### config.mk
export PLATFORM = sky130hd
export DESIGN_NAME = shift_sched_flat
export DESIGN_NICKNAME = d
export VERILOG_FILES = /design/src/rtl/shift_sched_pkg.sv /design/src/rtl/shift_sched_if.sv /design/src/rtl/shift_sched_rr_arb2.sv /design/src/rtl/shift_sched.sv /design/src/flat_wrapper.sv
export SDC_FILE = /design/constraint.sdc
export NUM_CORES = 1
export LEC_CHECK = 0
export CAP_MARGIN = 20
export CORE_MARGIN = 2
export CORE_UTILIZATION = 40
export CTS_CLUSTER_SIZE = 24
export DETAILED_ROUTE_END_ITERATION = 10
export HOLD_SLACK_MARGIN = 0.12
export PLACE_DENSITY_LB_ADDON = 0.15
export SKIP_CTS_REPAIR_TIMING = 1
export SLEW_MARGIN = 20
export SYNTH_ARGS = -nofsm -noshare
export SYNTH_HDL_FRONTEND = slang
export SYNTH_SLANG_ARGS = --single-unit
### constraint.sdc
create_clock -name clk -period 2 [get_ports clk]
set_input_delay 0.3 -clock clk [delete_from_list [all_inputs] [get_ports clk]]
set_output_delay 0.3 -clock clk [all_outputs]
set_load 0.03 [all_outputs]
### src/rtl/shift_sched_pkg.sv
// Shared types and default sizes for the shift/ALU scheduler.
package shift_sched_pkg;

  localparam int WIDTH_DEF = 9;
  localparam int CNT_W_DEF = 4;

  typedef enum logic [2:0] {
    OP_SHL  = 3'd0,
    OP_SHR  = 3'd1,
    OP_ASHR = 3'd2,
    OP_NOT  = 3'd3,
    OP_OR   = 3'd4,
    OP_ADD  = 3'd5,
    OP_RSV6 = 3'd6,
    OP_RSV7 = 3'd7
  } op_e;

  typedef enum logic [1:0] {
    ST_IDLE = 2'd0,
    ST_RUN  = 2'd1,
    ST_DONE = 2'd2
  } state_e;

endpackage

### src/rtl/shift_sched_if.sv
// Two-requester request/grant bundle between the requesters and shift_sched.
interface shift_sched_if import shift_sched_pkg::*; #(
  parameter int WIDTH = WIDTH_DEF,
  parameter int CNT_W = CNT_W_DEF
);
  logic [1:0]         req;
  logic [5:0]         op;
  logic [2*WIDTH-1:0] a;
  logic [2*WIDTH-1:0] b;
  logic [2*CNT_W-1:0] cnt;
  logic [1:0]         gnt;
  logic               busy;
  logic [1:0]         done;
  logic [WIDTH-1:0]   result;
  logic               err;

  modport master (
    output req, op, a, b, cnt,
    input  gnt, busy, done, result, err
  );

  modport slave (
    input  req, op, a, b, cnt,
    output gnt, busy, done, result, err
  );
endinterface

### src/rtl/shift_sched_rr_arb2.sv
// Two-way round-robin arbiter; the pointer moves to the winner on each advance.
module rr_arb2 (
  input  logic       clk,
  input  logic       rst_n,
  input  logic [1:0] req,
  input  logic       advance,
  output logic [1:0] grant
);
  logic last_reg;

  always_comb begin
    grant = 2'b00;
    case (req)
      2'b01:   grant = 2'b01;
      2'b10:   grant = 2'b10;
      2'b11:   grant = last_reg ? 2'b01 : 2'b10;
      default: grant = 2'b00;
    endcase
  end

  // last_reg = 1 after reset so requester 0 wins the first tie
  always_ff @(posedge clk or negedge rst_n) begin
    if (!rst_n) begin
      last_reg <= 1'b1;
    end else if (advance && (grant != 2'b00)) begin
      last_reg <= grant[1];
    end
  end
endmodule

### src/rtl/shift_sched.sv
// Arbitrates two requesters and applies one op repeatedly to a working register.
module shift_sched import shift_sched_pkg::*; #(
  parameter int WIDTH = WIDTH_DEF,
  parameter int CNT_W = CNT_W_DEF
) (
  input logic         clk,
  input logic         rst_n,
  shift_sched_if.slave bus
);
  state_e           state_reg, state_next;
  op_e              op_reg;
  logic [WIDTH-1:0] r_reg, b_reg;
  logic [CNT_W-1:0] count_reg;
  logic [1:0]       gnt_reg;
  logic             err_reg;
  logic [1:0]       arb_grant;
  logic             load, sel, busy_sig;
  logic [1:0]       done_sig;

  logic [2:0]       op_arr  [2];
  logic [WIDTH-1:0] a_arr   [2];
  logic [WIDTH-1:0] b_arr   [2];
  logic [CNT_W-1:0] cnt_arr [2];

  for (genvar gi = 0; gi < 2; gi++) begin : g_split
    assign op_arr[gi]  = bus.op[gi*3 +: 3];
    assign a_arr[gi]   = bus.a[gi*WIDTH +: WIDTH];
    assign b_arr[gi]   = bus.b[gi*WIDTH +: WIDTH];
    assign cnt_arr[gi] = bus.cnt[gi*CNT_W +: CNT_W];
  end

  function automatic logic [WIDTH-1:0] apply_op(op_e o, logic [WIDTH-1:0] r,
                                                logic [WIDTH-1:0] bv);
    case (o)
      OP_SHL:  return r << 1;
      OP_SHR:  return r >> 1;
      OP_ASHR: return {r[WIDTH-1], r[WIDTH-1:1]};
      OP_NOT:  return ~r;
      OP_OR:   return r | bv;
      OP_ADD:  return r + bv;
      default: return r;
    endcase
  endfunction

  assign load = (state_reg == ST_IDLE) && (bus.req != 2'b00);
  assign sel  = arb_grant[1];

  rr_arb2 u_arb (
    .clk     (clk),
    .rst_n   (rst_n),
    .req     (bus.req),
    .advance (load),
    .grant   (arb_grant)
  );

  always_ff @(posedge clk or negedge rst_n) begin
    if (!rst_n) begin
      state_reg <= ST_IDLE;
    end else begin
      state_reg <= state_next;
    end
  end

  always_comb begin
    state_next = state_reg;
    busy_sig   = 1'b1;
    done_sig   = 2'b00;
    case (state_reg)
      ST_IDLE: begin
        busy_sig = 1'b0;
        if (bus.req != 2'b00) state_next = ST_RUN;
      end
      ST_RUN: begin
        if (count_reg == '0) state_next = ST_DONE;
      end
      ST_DONE: begin
        done_sig   = gnt_reg;
        state_next = ST_IDLE;
      end
      default: state_next = ST_IDLE;
    endcase
  end

  // Inputs are only looked at on LOAD; everything after works on captured copies.
  always_ff @(posedge clk or negedge rst_n) begin
    if (!rst_n) begin
      gnt_reg   <= 2'b00;
      op_reg    <= OP_SHL;
      r_reg     <= '0;
      b_reg     <= '0;
      count_reg <= '0;
      err_reg   <= 1'b0;
    end else if (load) begin
      gnt_reg   <= arb_grant;
      op_reg    <= op_e'(op_arr[sel]);
      r_reg     <= a_arr[sel];
      b_reg     <= b_arr[sel];
      count_reg <= cnt_arr[sel];
      err_reg   <= (op_arr[sel] > 3'd5);
    end else if ((state_reg == ST_RUN) && (count_reg != '0)) begin
      r_reg     <= apply_op(op_reg, r_reg, b_reg);
      count_reg <= count_reg - CNT_W'(1);
    end else if (state_reg == ST_DONE) begin
      gnt_reg   <= 2'b00;
    end
  end

  assign bus.gnt    = gnt_reg;
  assign bus.busy   = busy_sig;
  assign bus.done   = done_sig;
  assign bus.result = r_reg;
  assign bus.err    = err_reg;
endmodule
### src/flat_wrapper.sv
// flat-port wrapper written by rule: the top's interface ports become plain ports
module shift_sched_flat import shift_sched_pkg::*;
#(
  parameter int WIDTH = WIDTH_DEF,
  parameter int CNT_W = CNT_W_DEF
)
  (clk, rst_n, bus_req, bus_op, bus_a, bus_b, bus_cnt, bus_gnt, bus_busy, bus_done, bus_result, bus_err);
  shift_sched_if #(.WIDTH(WIDTH), .CNT_W(CNT_W)) bus_i ();
  input logic clk;
  input logic rst_n;
  input wire logic [$bits(bus_i.req)-1:0] bus_req;
  input wire logic [$bits(bus_i.op)-1:0] bus_op;
  input wire logic [$bits(bus_i.a)-1:0] bus_a;
  input wire logic [$bits(bus_i.b)-1:0] bus_b;
  input wire logic [$bits(bus_i.cnt)-1:0] bus_cnt;
  output wire logic [$bits(bus_i.gnt)-1:0] bus_gnt;
  output wire logic [$bits(bus_i.busy)-1:0] bus_busy;
  output wire logic [$bits(bus_i.done)-1:0] bus_done;
  output wire logic [$bits(bus_i.result)-1:0] bus_result;
  output wire logic [$bits(bus_i.err)-1:0] bus_err;
  assign bus_i.req = bus_req;
  assign bus_i.op = bus_op;
  assign bus_i.a = bus_a;
  assign bus_i.b = bus_b;
  assign bus_i.cnt = bus_cnt;
  assign bus_gnt = bus_i.gnt;
  assign bus_busy = bus_i.busy;
  assign bus_done = bus_i.done;
  assign bus_result = bus_i.result;
  assign bus_err = bus_i.err;
  shift_sched #(.WIDTH(WIDTH), .CNT_W(CNT_W)) u_core (.clk(clk), .rst_n(rst_n), .bus(bus_i));
endmodule
==> results of run 1 <==
-- critical path, cell delays in order (launching register included) --
cell,delay (ns)
dfrtp_2,0.43
ha_4,0.17
fa_2,0.38
a21oi_2,0.19
o21ai_2,0.09
a221oi_2,0.26
xor2_1,0.10
a221oi_1,0.27
-- routing by layer --
layer  track usage  routed length [µm]  up-vias
met5             0                   0        -
met4       0.04024                  61        0
met3       0.03479                 334        5
met2        0.3284                3128       72
met1        0.2874                3372     1157
li1              -                   -     1286
-- power groups by stage --
stage | Combinational [mW] | Clock (mW) | Sequential (mW)
after detailed placement | 4.23 | 0 | 1.30
final | 4.30 | 0.492 | 1.30
after floorplan | 2.67 | 0 | 1.50
after global placement | 4.17 | 0 | 1.28
after CTS | 4.24 | 0.508 | 1.29
after global routing | 4.77 | 0.540 | 1.35
-- synthesized netlist by cell type (2+ instances only) --
library cell	count	area [µm²]
clkbuf_1	4	15.01
nand2_1	51	191.4
ha_1	18	225.2
nand2b_1	2	12.51
inv_1	26	97.59
o32a_1	2	20.02
o21ai_0	10	50.05
a221oi_1	2	17.52
xor2_1	4	35.03
dfrtp_1	30	750.7
a21oi_1	17	85.08
buf_2	7	35.03
o21ai_1	4	20.02
xnor2_1	6	52.55
mux2i_1	8	80.08
o211ai_1	3	22.52
nor2_1	33	123.9
buf_4	4	30.03
o221ai_1	5	43.79
and3_1	2	12.51
o22ai_1	5	31.28
a31oi_1	22	137.6
nor3_1	3	15.01
mux2_2	3	33.78
a211oi_1	2	15.01
o21bai_1	3	22.52
nand3_1	6	30.03
and3b_1	2	17.52
o21a_1	3	22.52
-- area by class of cell --
| class | count | area share |
|---|---|---|
| clock buffer | 7 | 0.02140 |
| clock inverter | 1 | 0.001403 |
| inverter | 27 | 0.02841 |
| multi-input combinational | 242 | 0.4455 |
| sequential | 31 | 0.2182 |
| tap | 75 | 0.02631 |
| timing repair buffer | 96 | 0.2589 |
-- cell families (layout without fill, tap and decap cells) --
kind of cell               after synthesis  count (layout)  share of synthesized area
AOI/OAI and AO/OA                       90              90                     0.2347
xor gates and xnor gates                10              10                    0.03474
adders and majority gates               19              19                    0.09727
buffers and inverters                   43             131                    0.07642
DFF                                     31              31                     0.3082
muxes                                   11              11                    0.04516
and+or+nand+nor                        112             112                     0.2035
-- stage by stage --
step                instance area [µm²]  setup TNS [ns]  utilization  worst slack (ns)  total power, mW
finish                             3567               0       0.5954           0.01248            6.090
global route                       3567        -0.09016       0.5954          -0.07312            6.665
CTS                                3531        -0.03855       0.5894          -0.03350            6.039
detailed placement                 3450        -0.01449       0.5758          -0.01449            5.529
global placement                   3450               0       0.5758           0.04516            5.454
floorplan                          2535               0            -          0.003715            4.170
-- path summary, 6_finish.rpt --
path	startpoint	to	slack, ns	cells after the start
max in group asynchronous	rst_n	u_core.bus.result[0]	1.28	2
max reg2reg	u_core.bus.result[0]	u_core.bus.result[8]	0.01	7
min	rst_n	u_core.bus.gnt[0]	0.41	2
min reg2reg	u_core.bus.gnt[0]	u_core.bus.gnt[0]	0.52	2
max	u_core.bus.result[0]	u_core.bus.result[8]	0.01	7
min in group clk	u_core.bus.gnt[0]	u_core.bus.gnt[0]	0.52	2
==> metrics.txt, run 1 <==
Layout Skew 0.005988 ns; combinational fraction of design power 0.706; WHS 0.4051 ns; Placer Congestion 0.8601; power share of the clock group 0.081; DRT iter0 DRCs around 110; detailed-route wire length per cell 14.40 µm; Post-synth EDFFs 0; commonest non-fill, non-tap cells in the layout 65 x clkdlybuf4s50_1, 51 x nand2_1, 33 x nor2_1; HPWL after DPL 5.434 mm; WL final 6.897 mm; PD cells 1707 mW/mm²; Yosys cell types between 50 and 60; register area share after synthesis 0.3082; initial antenna violation count 0; Internal Power 3.197 mW; unrepaired setup endpoints after global routing true; CP required 2.18 ns; Ys Warns 0; vias in the first global route 2447; Post-Syn Instances 316; nature of the critical path endpoint register; CP arrival 2.17 ns; Worst-path clk slew roughly 0.07 ns; commonest non-fill, non-tap cell in the layout clkdlybuf4s50_1; Syn Area/Cell approximately 8 µm²; clk buf depth 2; CP Max Fanout 2; Post-Layout Cell Count approximately 480; worst vdd ir 0.7720 mV; syn nets 389; CTS sink count 31; fillers 577; CTS Buf Count 5; endpoints failing setup 0; Sw Pwr 2.894 mW; via count 2520; sequential cell area 778.2 µm²; die width 83.39 µm; 1st-pass router iterations 4; Final Max Tran Viols 0; HP Class in2async; num rows 28; Placed Cells 470; worst slew pin tran around 0.40 ns; kind of critical path reg2reg; GR Overflow Total 0; Pleak 1.621 nW; CTS tree done; Tcrit/Tclk final 0.9938; sequential share of power 0.213; fmax 503.1 MHz; area of the multi-input gates around 0.0016 mm²; Initial Util 0.4208; Post-synth top flop dfrtp_1; ys async rst share 1.000; Final Hold Fails 0; ANT nets after route 0; IO Port Bufs 68; layout cells sized above 1 0.1337; DRC 0; Total GRT Usage 0.2036; startpoint types register; Cell Area, Synth 0.002521 mm²; clk_lat worst skew 0.28 ns; Rel. slew slack 0.7326; I/O pin count between 60 and 70; post-route minimum period 1.988 ns; largest net degree at the start of global routing 35; Core ar. approximately 0.0060 mm²; root buf cell clkbuf_8; Die Height 83.39 µm; antenna cell count 0; Max Cap Viol 0; vias per cell 5.261; first-pass GRT wire length approximately 12 mm; Die ar. 0.006954 mm²; outcome completed; Yosys reg bits 31; sw frac 0.4751; nets 476; area added between synthesis and finish 41.49%; H-Tree Depth 2
No activity file was read; power rests on OpenSTA's default activity.
==> run 2: changes to the inputs <==
Settings changed: CORE_MARGIN 2 to 5.
Clock period 2 ns to 2.1 ns, I/O delays scaled along.
==> run 2 against run 1 <==
  * Die area is 15% higher
  * Non-clock buffer count down 5
  * Highest routed layer unchanged
  * Clock skew grew 0.0021 ns
  * Combinational power fell by 7.0%
  * Maximum frequency decreased by 2.5%
  * Utilization down 3.0 points
  * Worst setup slack better by 0.049 ns
  * Cell count down 0.63%
  * Critical path depth stayed put
  * Register-to-register slack better by 0.05 ns
  * Power down 4.8%
  * Hold slack improved by 0.014 ns
==> metrics.txt, run 2 (same netlist as run 1, synthesis figures left out) <==
WL final 7.071 mm; Pleak 1.568 nW; I/O pin count between 60 and 70; PD cells 1644 mW/mm²; root buf cell clkbuf_8; clk_lat worst skew 0.29 ns; crit-path cells ha_1 -> fa_2 -> a21oi_2 -> o21ai_2 -> a221oi_2 -> xor2_1 -> a221oi_2; die width 89.39 µm; reg-to-reg slack, setup 0.06 ns; CP top delay family compound AO/OA/AOI/OAI gates; Core ar. approximately 0.0062 mm²; vias per cell 5.328; ANT nets after route 0; WHS 0.4193 ns; Tcrit/Tclk final 0.9707; startpoint types register; DRT iter0 DRCs between 100 and 150; Worst-path clk slew 0.07 ns; post-route minimum period 2.039 ns; pre-CTS setup slack -0.02245 ns; unrepaired setup endpoints after global routing true; outcome completed; count of buffer and inverter cells on the critical path 0; largest net degree at the start of global routing 38; CP peak stage delay a little over 0.4 ns; num rows 29; Placed Cells 467; Initial Util 0.4040; GRT busiest layer met2; area of the multi-input gates 0.001578 mm²; 1st-pass router iterations 4; clk buf depth 2; detailed-route wire length per cell 14.86 µm; Power, Total 5.798 mW; Slowest cell on crit path dfrtp_2; CTS sink count 31; Placement Cell Area 0.003408 mm²; fmax 490.5 MHz; Final Hold Fails 0; GR Layer Usage met1 0.2459; Die Height a little under 90 µm; nets 471; setup TNS 0 ns; kind of critical path reg2reg; DRC 0; M3 GR Usage 0.03871; Final Max Tran Viols 0; Total GRT Usage 0.1857; sequential cell area 778.2 µm²; Layout Skew 0.008071 ns; Top cell by count, worst path a221oi_2; Sw Pwr 2.773 mW; final worst slack 0.06146 ns; Max Cap Viol 0; layout cells sized above 1 0.1228; Post-Layout Cell Count 476; GR Overflow Total 0; r2r worst-path depth 7; met2 Usage GRT 0.3068; IO Port Bufs 68; area added between synthesis and finish 39.85%; critical path depth 7; HP Class in2async; worst vdd ir 0.5905 mV; Rel. slew slack 0.7002; commonest non-fill, non-tap cells in the layout 67 x clkdlybuf4s50_1, 51 x nand2_1, 33 x nor2_1; fin util 0.5650; nature of the critical path endpoint register; combinational fraction of design power 0.691; CTS tree done; R2R Path End u_core.bus.result[8]; Crit Reg-Reg Startpoint u_core.bus.result[0]; Post-Layout Inst Area 0.003526 mm²; HPWL after DPL between 5 and 6 mm; Internal Power 3.024 mW; first-pass GRT wire length about 11 mm; fillers 624; sw frac 0.4784; Die ar. between 0.007 and 0.008 mm²; worst slew pin tran between 0.4 and 0.5 ns; CP required 2.30 ns; vias in the first global route 2437; power share of the clock group 0.086; antenna cell count 0; commonest non-fill, non-tap cell in the layout clkdlybuf4s50_1; via count 2536; initial antenna violation count 0; CP Max Fanout 2; endpoints failing setup 0; Placer Congestion 0.8388; H-Tree Depth 2; sequential share of power 0.223; CTS Buf Count 5; Critical Path Source u_core.bus.result[0]; Setup crit end u_core.bus.result[8]; CP arrival 2.24 ns
run 2: power by group through the flow:
stage               registers [mW]  clock network [mW]  logic (mW)
floorplan                     1.43                   0        2.52
global placement              1.28                   0        3.85
detailed placement            1.30                   0        3.91
CTS                           1.29               0.512        3.92
global route                  1.34               0.530        4.44
finish                        1.30               0.499        4.00
run 2: worst min path at each step:
stage	endpoint	depth (start not counted)	from
6_report	u_core.count_reg[1]	2	rst_n
5_1_grt	u_core.count_reg[1]	2	rst_n
4_1_cts	u_core.op_reg[0]	2	rst_n
3_5_place_dp	u_core.bus.gnt[0]	2	u_core.bus.gnt[0]
3_3_place_gp	u_core.bus.gnt[0]	2	u_core.bus.gnt[0]
2_1_floorplan	u_core.b_reg[0]	0	rst_n
run 2: cell type report:
| class | instances | share of cell area |
|---|---|---|
| timing repair buffer | 91 | 0.2498 |
| multi-input combinational | 242 | 0.4475 |
| sequential | 31 | 0.2207 |
| inverter | 27 | 0.02874 |
| clock inverter | 1 | 0.001419 |
| tap | 77 | 0.02732 |
| clock buffer | 7 | 0.02449 |
run 2: layer usage:
layer,wire length (µm),part of all wire
met1,3170,0.45
met2,3239,0.46
met3,596,0.084
met4,65,0.0092
met5,0,0
==> patch 1: new RTL, flow settings as in run 2 <==
Change the package constant `WIDTH_DEF` from 9 to 18.
--- a/src/rtl/shift_sched_pkg.sv
+++ b/src/rtl/shift_sched_pkg.sv
@@ -1,7 +1,7 @@
 // Shared types and default sizes for the shift/ALU scheduler.
 package shift_sched_pkg;
 
-  localparam int WIDTH_DEF = 9;
+  localparam int WIDTH_DEF = 18;
   localparam int CNT_W_DEF = 4;
 
   typedef enum logic [2:0] {
Ports: changed (resized bus_a, bus_b and bus_result); port bits go from 69 to 114. No check against the original RTL was run, so the function may have changed too.
==> patch 1 against run 2 <==
The flow now finishes with violations (setup timing). Wire length is 150% higher. Synthesized area is 82% higher. Worst hold slack better by 0.10 ns. Worst setup slack got worse by 0.17 ns. Sequential cell count increased by 18. Power rose by 130%. Via count increased by 110%. Combinational power grew to 2.7 times the old value. Core utilization is 5.5 points higher. First-iteration DRC count grew to 2.7 times the old value. Final area up 99%. Fmax down 7.7%. Critical endpoint is now u_core.bus.result[7]. Largest cell class unchanged. Largest power group unchanged.
==> patch 1: results (changes against run 2) <==
- Vias after detailed routing: 5390 (was 2536)
- Worst hold slack across all endpoints: 0.522 ns (was 0.419 ns)
- Sequential area share after synthesis: 26.8% (was 30.8%)
- Sw power: 6.46 mW (was 2.77 mW)
- Violated checks: setup timing
- Compound-gate portion of the synthesized area: 30.5% (was 23.5%)
- Startpoint of the most critical register-to-register path: u_core.bus.result[3] (was u_core.bus.result[0])
- Number of buffers added on ports: 113 (was 68)
- Grt met2 use: 40.6% (was 30.7%)
- Cells on worst reg2reg path: 9 (was 7)
- Source-to-sink clock delay at the later pin of the worst-skew pair: 0.31 ns (was 0.29 ns)
- Most area-consuming cells after synthesis: dfrtp_1 (26%), ha_1 (9.8%), nand2_1 (6.9%), a21oi_1 (4.9%), inv_1 (4.2%) (was dfrtp_1 (30%), ha_1 (8.9%), nand2_1 (7.6%), a31oi_1 (5.5%), nor2_1 (4.9%))
- VDD IR max: 700 uV (was 590 uV)
- Final weighted congestion of routability-driven global placement: 0.950 (was 0.839)
- Leading cell types by count after synthesis: nand2_1 (84), inv_1 (51), nor2_1 (49) (was nand2_1 (51), nor2_1 (33), dfrtp_1 (30))
- Worst hold path type: flop to flop (was input pin to asynchronous set/reset pin)
- Filler Cell Count: 1020 (was 624)
- Proportion of layout cells with a drive suffix above 1: 22.6% (was 12.3%)
- Worst slack at placement: -0.197 ns (was -0.0225 ns)
- Wire length the detailed router placed on met1: 7.83 mm (was 3.17 mm)
- Layout Skew: 0.00723 ns (was 0.00807 ns)
- Overall Global Routing Usage: 25.4% (was 18.6%)
- Grt met3 use: 4.37% (was 3.87%)
- Area share of fa/ha/maj cells after synthesis: 10.3% (was 9.73%)
- # setup viols final: 5 (was 0)
- Syn_nets: 728 (was 389)
- Setup TNS: -0.295 ns (was 0 ns)
- Clk root buf: clkbuf_16 (was clkbuf_8)
- M1 GR Usage: 34.9% (was 24.6%)
- DR pass1 iterations: 5 (was 4)
- Met2 wire length: 8.13 mm (was 3.24 mm)
- Share of total power in combinational logic: 79.4% (was 69.1%)
- Run status: complete, but fails checks (was complete, no violations)
- Number of global-route vias before repair: 5279 (was 2437)
- Fraction of synthesized cell area in xor and xnor cells: 1.34% (was 3.47%)
- Static Leakage: 3.17 nW (was 1.57 nW)
- Worst relative slew slack: 70.4% (was 70.0%)
- Unique cell type count in the Yosys netlist: 72 (was 58)
- Largest driver fanout on the critical path: 3 (was 2)
- Wire length of the first global-routing pass: 27.1 mm (was 11.4 mm)
- Worst Setup Slack, final: -0.108 ns (was 0.0615 ns)
- Detailed placer's ending HPWL: 13.4 mm (was 5.49 mm)
- Met3 Wirelength: 988 um (was 596 um)
- Number of DRC violations after detailed-routing iteration 0: 373 (was 137)
- Destination of the critical timing path: u_core.bus.result[7] (was u_core.bus.result[8])
- Pin count of the biggest net entering global routing: 50 (was 38)
-- patch 1: cell type report --
| type | count | area (um^2) | area share (%) |
|---|---|---|---|
| Multi-Input combinational cell | 465 | 3170 | 45.2 |
| Clock inverter | 2 | 13.8 | 0.196 |
| Timing Repair Buffer | 234 | 2090 | 29.8 |
| Clock buffer | 6 | 129 | 1.84 |
| Sequential cell | 49 | 1240 | 17.7 |
| Tap cell | 143 | 179 | 2.55 |
| Inverter | 51 | 191 | 2.73 |
-- patch 1: stage by stage --
stage	power [mW]	cell area [um^2]	std cells
after CTS	12.9	6900	945
after global routing	14.5	7020	950
after floorplan	7.76	4680	601
final	13.4	7020	950
after global placement	11.8	6750	937
after detailed placement	11.9	6750	937
-- patch 1: critical path, cell delays in order, from the launching register on --
cell and delay [ns]:
dfrtp_2 0.43, inv_2 0.08, ha_4 0.20, and2_4 0.15
a221o_1 0.34, buf_4 0.16, o211ai_1 0.22, nor2b_2 0.20
xor2_1 0.07, o31ai_1 0.25
==> patch 2: new RTL, config.mk and constraints of run 2 <==
Made on the original files. Reset style: synchronous (`rst_n`), changed in 3 clocked blocks.
--- a/src/rtl/shift_sched_rr_arb2.sv
+++ b/src/rtl/shift_sched_rr_arb2.sv
@@ -19,7 +19,7 @@
   end
 
   // last_reg = 1 after reset so requester 0 wins the first tie
-  always_ff @(posedge clk or negedge rst_n) begin
+  always_ff @(posedge clk) begin
     if (!rst_n) begin
       last_reg <= 1'b1;
     end else if (advance && (grant != 2'b00)) begin
--- a/src/rtl/shift_sched.sv
+++ b/src/rtl/shift_sched.sv
@@ -53,7 +53,7 @@
     .grant   (arb_grant)
   );
 
-  always_ff @(posedge clk or negedge rst_n) begin
+  always_ff @(posedge clk) begin
     if (!rst_n) begin
       state_reg <= ST_IDLE;
     end else begin
@@ -82,7 +82,7 @@
   end
 
   // Inputs are only looked at on LOAD; everything after works on captured copies.
-  always_ff @(posedge clk or negedge rst_n) begin
+  always_ff @(posedge clk) begin
     if (!rst_n) begin
       gnt_reg   <= 2'b00;
       op_reg    <= OP_SHL;
Behaviour: differs if rst_n is asserted again (counterexample within 4 cycles, from zero or initial values and one cycle with rst_n low); with rst_n held inactive, the same outputs for 4 cycles.
==> patch 2 against run 2 <==
Synthesized area down 1.6%. Non-clock buffer count up 5. Largest cell class unchanged. Clock skew up 0.00085 ns. Wire length up 10%. Cell count down 0.84%. Sequential share of layout area down 4.6 points. Final area up 0.67%. Critical path type unchanged. Sequential cell count unchanged. Via count up 8.3%. Worst setup slack better by 0.038 ns. Fmax up 1.9%.
Power is not compared: it rests on default switching activity, and its combinational part moved more than twofold at a synthesized area within 25%.
==> patch 2: results (changes against run 2) <==
- Run status: complete, no violations (unchanged)
- Warning count from the yosys run: 0 (unchanged)
- Number of buffers added on ports: 68 (unchanged)
- Number of buffers on the longest clock path: 2 (unchanged)
- Most area-consuming cells after synthesis: dfxtp_1 (25%), ha_1 (9.1%), a21oi_1 (5.4%), a222oi_1 (4.4%), inv_1 (4.2%) (was dfrtp_1 (30%), ha_1 (8.9%), nand2_1 (7.6%), a31oi_1 (5.5%), nor2_1 (4.9%))
- Sequential area share after synthesis: 25.0% (was 30.8%)
- Total cell area at the placement stage: 0.00343 mm^2 (was 0.00341 mm^2)
- Async set-or-reset flop fraction in the synthesized netlist: 0% (was 100%)
- Layout Skew: 0.00892 ns (was 0.00807 ns)
- Pin count of the biggest net entering global routing: 23 (was 38)
- Clock transition time at the flip-flop clock pins of the worst setup and hold paths: 0.07 ns (about the same)
- Overall Global Routing Usage: 20.3% (was 18.6%)
- Number of inserted diodes: 0 (unchanged)
- Syn_nets: 383 (was 389)
- H-tree levels: 2 (unchanged)
- Source-to-sink clock delay at the later pin of the worst-skew pair: 0.29 ns (about the same)
- Worst slack at placement: 0.0899 ns (was -0.0225 ns)
- Number of buffers created by CTS: 5 (unchanged)
- Number of global-route vias before repair: 2591 (was 2437)
- DR pass1 iterations: 5 (was 4)
- Unique cell type count in the Yosys netlist: 55 (was 58)
- Wire length of the first global-routing pass: 12.4 mm (was 11.4 mm)
- Worst Path Arrival: 2.17 ns (was 2.24 ns)
- Detailed placer's ending HPWL: 6.11 mm (was 5.49 mm)
- Vias after detailed routing: 2746 (was 2536)
- VDD IR max: between 400 and 500 uV
- Post-Layout Cell Count: 472 (was 476)
- Number of DRC violations after detailed-routing iteration 0: 198 (was 137)
- Cell Count Post-Placement: 464 (was 467)
- Initial antenna violation count: 0 (unchanged)
- Proportion of layout cells with a drive suffix above 1: 11.6% (was 12.3%)
- Worst relative slew slack: 64.4% (was 70.0%)
- Largest driver fanout on the critical path: 3 (was 2)
- Leading cell types by count after synthesis: dfxtp_1 (31), inv_1 (28), a21oi_1 (27) (was nand2_1 (51), nor2_1 (33), dfrtp_1 (30))
- Synthesized area divided by synthesized cell count: 8.00 um^2 (was 7.98 um^2)
- Worst hold path type: flop to flop (was input pin to asynchronous set/reset pin)
- Total wirelength of the detailed-routed design: 7.80 mm (was 7.07 mm)
- Final weighted congestion of routability-driven global placement: 0.882 (was 0.839)
- Predominant post-synthesis flop cell: dfxtp_1 (was dfrtp_1)
- Filler Cell Count: 564 (was 624)
- Static Leakage: roughly 1.4 nW
- Clk root buf: clkbuf_8 (unchanged)
[patch 2: worst max-delay path, cell delays in order (launching register included)]
cell and delay [ns]:
dfxtp_1 0.33, ha_1 0.24, fa_2 0.36, a211oi_1 0.21, buf_4 0.15, nor3_1 0.07
mux2i_1 0.14, nor4b_1 0.29, a21oi_1 0.10
[patch 2: power by group]
group / internal, mW / switching [mW]
sequential: 0.715 / 0.129
clock: 0.384 / 0.242
combinational: 0.832 / 0.975
total: 1.93 / 1.35
[patch 2: final timing paths]
kind | from | to | slack (ns) | cells after the start
worst max-delay path | u_core.bus.result[0] | u_core.bus.result[8] | 0.1 | 8
worst min-delay path | u_core.count_reg[3] | u_core.count_reg[3] | 0.48 | 2
worst max register to register | u_core.bus.result[0] | u_core.bus.result[8] | 0.1 | 8
worst min register to register | u_core.count_reg[3] | u_core.count_reg[3] | 0.48 | 2
[patch 2: kinds of logic (layout without fill, tap and decap cells)]
logic type	count (synthesis)	in the layout	share of synthesized area [%]
buffers and inverters	45	132	7.37
XOR/XNOR	3	3	1.06
AO/OA/AOI/OAI	125	125	35.4
flip-flops	31	31	25.0
adder cells (fa/ha/maj)	19	19	9.89
AND/OR/NAND/NOR	78	78	17.4
multiplexers	9	9	3.83
[patch 2: layer usage]
layer / part of all wire (%) / up-vias / track usage, %
met1: 44 / 1288 / 26.0
met4: 1.5 / 0 / 6.04
met5: 0 / - / 0
li1: - / 1349 / -
met3: 6.9 / 12 / 4.00
met2: 47 / 97 / 34.4
[patch 2: per-stage QoR]
stage          hold WS, ns  total power [mW]  util (%)
2_1_floorplan        0.448              1.97         -
3_3_place_gp         0.468              2.62      57.2
3_5_place_dp         0.467              2.63      57.2
4_1_cts              0.477              3.27      59.2
5_1_grt              0.504              3.51      59.3
6_report             0.480              3.28      59.3
[patch 2: final cells by class]
cell class	instances	area (um^2)	share of cell area, %
Inverter	28	105	2.96
Clock buffer	6	82.6	2.33
Clock inverter	2	35.0	0.987
Multi-Input combinational cell	234	1680	47.4
Sequential cell	31	622	17.5
Tap cell	75	93.8	2.64
Timing Repair Buffer	96	928	26.2
